<file path="src/rtl/shift_add_multiplier32_if.sv">
// rtl/shift_add_multiplier32_if.sv - start/busy/done handshake and operand/product bundle for the MUL unit
interface shift_add_multiplier32_if;
  logic        start;
  logic [31:0] A;
  logic [31:0] B;
  logic        busy;
  logic        done;
  logic [63:0] P;

  // Requester side: issues operands and start, observes status and product
  modport master (
    output start, A, B,
    input  busy, done, P
  );

  // Multiplier side
  modport slave (
    input  start, A, B,
    output busy, done, P
  );
endinterface

</file>
<file path="src/rtl/shift_add_multiplier32.sv">
// rtl/shift_add_multiplier32.sv - sequential 32x32->64 unsigned shift-add multiplier around ripple_adder32
module ripple_adder32 (
  input  logic [31:0] x,
  input  logic [31:0] y,
  input  logic        cin,
  output logic [31:0] s,
  output logic        cout
);
  logic [32:0] c;

  assign c[0] = cin;

  // One full adder per bit; carry ripples LSB to MSB
  for (genvar i = 0; i < 32; i++) begin : g_fa
    assign s[i]   = x[i] ^ y[i] ^ c[i];
    assign c[i+1] = (x[i] & y[i]) | (c[i] & (x[i] ^ y[i]));
  end

  assign cout = c[32];
endmodule

module shift_add_multiplier32 (
  input  logic                   clk,
  input  logic                   rst,
  shift_add_multiplier32_if.slave bus
);
  localparam int WIDTH = 32;

  typedef enum logic [1:0] {IDLE, RUN, DONE} state_t;

  state_t             state;
  state_t             state_nxt;
  logic [WIDTH-1:0]   mcand;
  logic [2*WIDTH-1:0] acc;
  logic [5:0]         cnt;

  logic [WIDTH-1:0]   add_y;
  logic [WIDTH-1:0]   add_s;
  logic               add_cout;

  // Add the multiplicand into the upper half only when the current multiplier bit is set
  assign add_y = acc[0] ? mcand : '0;

  ripple_adder32 u_adder (
    .x    (acc[2*WIDTH-1:WIDTH]),
    .y    (add_y),
    .cin  (1'b0),
    .s    (add_s),
    .cout (add_cout)
  );

  // State register
  always_ff @(posedge clk or posedge rst) begin
    if (rst) begin
      state <= IDLE;
    end else begin
      state <= state_nxt;
    end
  end

  // Next-state: 32 RUN cycles, then a single DONE cycle back to IDLE
  always_comb begin
    state_nxt = state;
    case (state)
      IDLE: if (bus.start) state_nxt = RUN;
      RUN:  if (cnt == 6'd31) state_nxt = DONE;
      DONE: state_nxt = IDLE;
      default: state_nxt = IDLE;
    endcase
  end

  // Datapath: load on accept, then add-then-shift with the carry landing in bit 63
  always_ff @(posedge clk or posedge rst) begin
    if (rst) begin
      mcand <= '0;
      acc   <= '0;
      cnt   <= '0;
    end else begin
      case (state)
        IDLE: begin
          if (bus.start) begin
            mcand <= bus.A;
            acc   <= {{WIDTH{1'b0}}, bus.B};
            cnt   <= '0;
          end
        end
        RUN: begin
          acc <= {add_cout, add_s, acc[WIDTH-1:1]};
          cnt <= cnt + 6'd1;
        end
        default: ;
      endcase
    end
  end

  assign bus.busy = (state == RUN);
  assign bus.done = (state == DONE);
  assign bus.P    = acc;
endmodule

</file>
<file path="src/flat_wrapper.sv">
// flat-port wrapper written by rule: the top's interface ports become plain ports
module shift_add_multiplier32_flat 
  (clk, rst, bus_start, bus_A, bus_B, bus_busy, bus_done, bus_P);
  shift_add_multiplier32_if bus_i ();
  input  logic clk;
  input  logic rst;
  input wire logic [$bits(bus_i.start)-1:0] bus_start;
  input wire logic [$bits(bus_i.A)-1:0] bus_A;
  input wire logic [$bits(bus_i.B)-1:0] bus_B;
  output wire logic [$bits(bus_i.busy)-1:0] bus_busy;
  output wire logic [$bits(bus_i.done)-1:0] bus_done;
  output wire logic [$bits(bus_i.P)-1:0] bus_P;
  assign bus_i.start = bus_start;
  assign bus_i.A = bus_A;
  assign bus_i.B = bus_B;
  assign bus_busy = bus_i.busy;
  assign bus_done = bus_i.done;
  assign bus_P = bus_i.P;
  shift_add_multiplier32 u_core (.clk(clk), .rst(rst), .bus(bus_i));
endmodule
</file>
<file path="config.mk">
export PLATFORM = sky130hd
export DESIGN_NAME = shift_add_multiplier32_flat
export DESIGN_NICKNAME = d
export VERILOG_FILES = /design/src/rtl/shift_add_multiplier32_if.sv /design/src/rtl/shift_add_multiplier32.sv /design/src/flat_wrapper.sv
export SDC_FILE = /design/constraint.sdc
export NUM_CORES = 1
export LEC_CHECK = 0
export BUFFER_PORTS_ARGS = -buffer_cell sky130_fd_sc_hd__buf_2
export CORE_UTILIZATION = 50
export CTS_BUF_LIST = sky130_fd_sc_hd__clkbuf_2
export DETAILED_ROUTE_END_ITERATION = 6
export PLACE_DENSITY = 0.87
export SYNTH_ARGS = -nofsm -noshare
export SYNTH_HDL_FRONTEND = slang
export SYNTH_SLANG_ARGS = --single-unit
</file>
<file path="constraint.sdc">
create_clock -name clk -period 15.07 [get_ports clk]
set_clock_uncertainty 0.2 [all_clocks]
set_input_delay 0.7535 -clock clk [delete_from_list [all_inputs] [get_ports clk]]
set_output_delay 0.7535 -clock clk [all_outputs]
set_load 0.01 [all_outputs]
</file>
==> metrics.txt <==
count leader, synth nand2_1; clk sinks 104; Final Hold Vio Count 0; Worst-Skew Late Latency 0.58 ns; core area 0.00973 mm^2; Top FF cell, synth dfrtp_1; DR vias 3957; Worst IR Drop VDD 0.0950 mV; DR vias/cell 5.11; Setup TNS Final 0 ns; Worst Tran Pin Value 0.889 ns; Residual DRC 0; max layer used met4; Critical Path AT 13.78 ns; clock tree buffer depth 2; fill count 874; met2 wire len 5650 um; drt total wl 10900 um; Seq/Total Area, Yosys 51.9%; flops & latches, synth 104; count of final setup violators 0; max_cap viols 0; fraction of registers with async set/reset 100%; Setup CP Type flip-flop to flip-flop; starting density of the core 51.5%; area share of the largest cell type after synthesis 51.9%; fin crit period 13.51 ns; chip width 102 um; post_cts resized 0; Final GP Congestion 0.799; crit path max fanout 33; Worst Setup Start Kind flip-flop; Mapped Cells 520; largest net degree at the start of global routing 72; crit share post-route 89.6%; fraction of layout cells with a size suffix above 1 25.0%; TritonRoute pass-1 iters 5; Crit path buffers/inverters 3; pwr dens 197 mW/mm^2; Avg WL per Cell 14.1 um; status completed; FP Rows 36; Ports 133; dominant cells by area after synthesis dfrtp_1 52%, nand2_1 15%, fa_1 12%; Syn Area/Cell 9.64 um^2; area leader, netlist dfrtp_1; CTS tree yes; Final nets 738; leakage 2.92 nW; critical path's most frequent cell fa_1; Critical Path Max Stage Delay 0.46 ns; Max transition margin 40.7%; Detailed Route Iter0 Violations 288; CP max-delay cell fa_1; Clock transition at path regs 0.26 ns; first-pass GRT wire length 17500 um; RSZ-0062 raised after global routing no; Crit path max-delay family adder cells; Distinct cells, synth 30; f_max 74.0 MHz; Port-buffer cells 132; met3 WL 490 um; H-tree depth 3; EDFF count, synth 0; WHS 0.137 ns; area growth from synthesis to layout 16.4%; Syn Nets 620; vias in the first global route 3830; CP required 15.34 ns; Inserted Clock Buffers 9; grt total ovfl 0; antenna cells 0; total number of yosys warnings 0; DPL Wire Length 7600 um; CP Capture Type flip-flop; Post-synth top cells 195 x nand2_1, 104 x dfrtp_1, 35 x o21ai_0, 34 x inv_1, 34 x nand3_1; ANT nets after route 0; initial antenna violation count 0; wire length on met1 4600 um; multi-input logic area 0.00211 mm^2; CTS root buf clkbuf_2; DIE AREA 0.0104 mm^2; Worst Hold Class input pin to flip-flop; FF+latch area 0.00260 mm^2; Mapped Area 0.00501 mm^2; die extent in y 102 um; max-slew violation count 0; All-Layer GR Usage 21.8%
-- through the flow --
step	area (um^2)	instances	util, %	setup slack, ns	total power [mW]
after global routing	5830	774	60.0	1.07	1.26
after global placement	5730	759	58.8	1.88	1.00
after CTS	5830	774	60.0	1.54	1.16
after floorplan	5010	520	-	2.11	0.853
after detailed placement	5730	759	58.8	1.62	1.04
final	5830	774	60.0	1.56	1.15
-- cell type report --
cell class	count	share of cell area [%]
clock inverters	4	0.815
well taps	133	2.85
inverters	35	2.30
repair buffers	140	12.4
multi-input cells	348	36.2
flip-flops and latches	104	44.6
clock buffers	10	0.858
-- worst paths after layout --
path	from	depth (start not counted)	to	slack [ns]
max in group asynchronous	rst	4	u_core.mcand[11]	12.93
worst max-delay path	u_core.bus.P[0]	36	u_core.bus.P[62]	1.56
worst min-delay path	bus_A[5]	3	u_core.mcand[5]	0.14
worst min register to register	u_core.mcand[9]	2	u_core.mcand[9]	0.31
worst max register to register	u_core.bus.P[0]	36	u_core.bus.P[62]	1.56
min in group asynchronous	rst	3	u_core.bus.P[15]	0.48
-- metal layers --
metal,vias up,global-route usage (%)
met5,-,0
met4,0,8.79
met3,12,3.49
met2,95,36.1
met1,1961,29.0
li1,1889,-
-- what timing repair did --
action	CTS	global route
endpoints found under the hold margin	33	0
buffers inserted	0	0
hold buffers	1	0
-- cells in the final DEF (no fill, tap or decap), types with 2 or more instances in the layout --
master and count:
a22oi_1 31, and2_1 3, buf_2 132, buf_4 7, clkbuf_2 10, clkinv_2 2
dfrtp_1 104, fa_1 31, ha_1 2, inv_1 33, nand2_1 195, nand3_1 34
o21ai_0 35
-- flip-flops by register name, indices dropped and copies added, names as in the netlist --
name	cells
u_core.cnt	6
u_core.mcand	32
u_core.state	2
u_core.bus.P	64
-- cells by family after synthesis --
family	after synthesis	synth area share (%)
buffers and inverters	68	6.19
AOI/OAI and AO/OA	73	9.21
DFF	104	51.9
and+or+nand+nor	240	19.4
muxes	1	0.200
adders and majority gates	33	12.9
xor gates and xnor gates	1	0.175
-- worst reg2reg max path: cells and delay by family, from the launching register on --
kind / cells / cell delay [ns]
adder cells (fa/ha/maj): 31 / 12.13
buffers and inverters: 3 / 0.46
flip-flops: 1 / 0.40
AND/OR/NAND/NOR: 1 / 0.13
AO/OA/AOI/OAI: 1 / 0.08
-- power by group --
group / switching, mW / total [mW] / internal, mW
clock network: 0.0885 / 0.125 / 0.0366
registers: 0.0966 / 0.512 / 0.416
logic: 0.305 / 0.510 / 0.205
total: 0.490 / 1.15 / 0.657
Note: power is estimated with default switching activity, not from simulation.
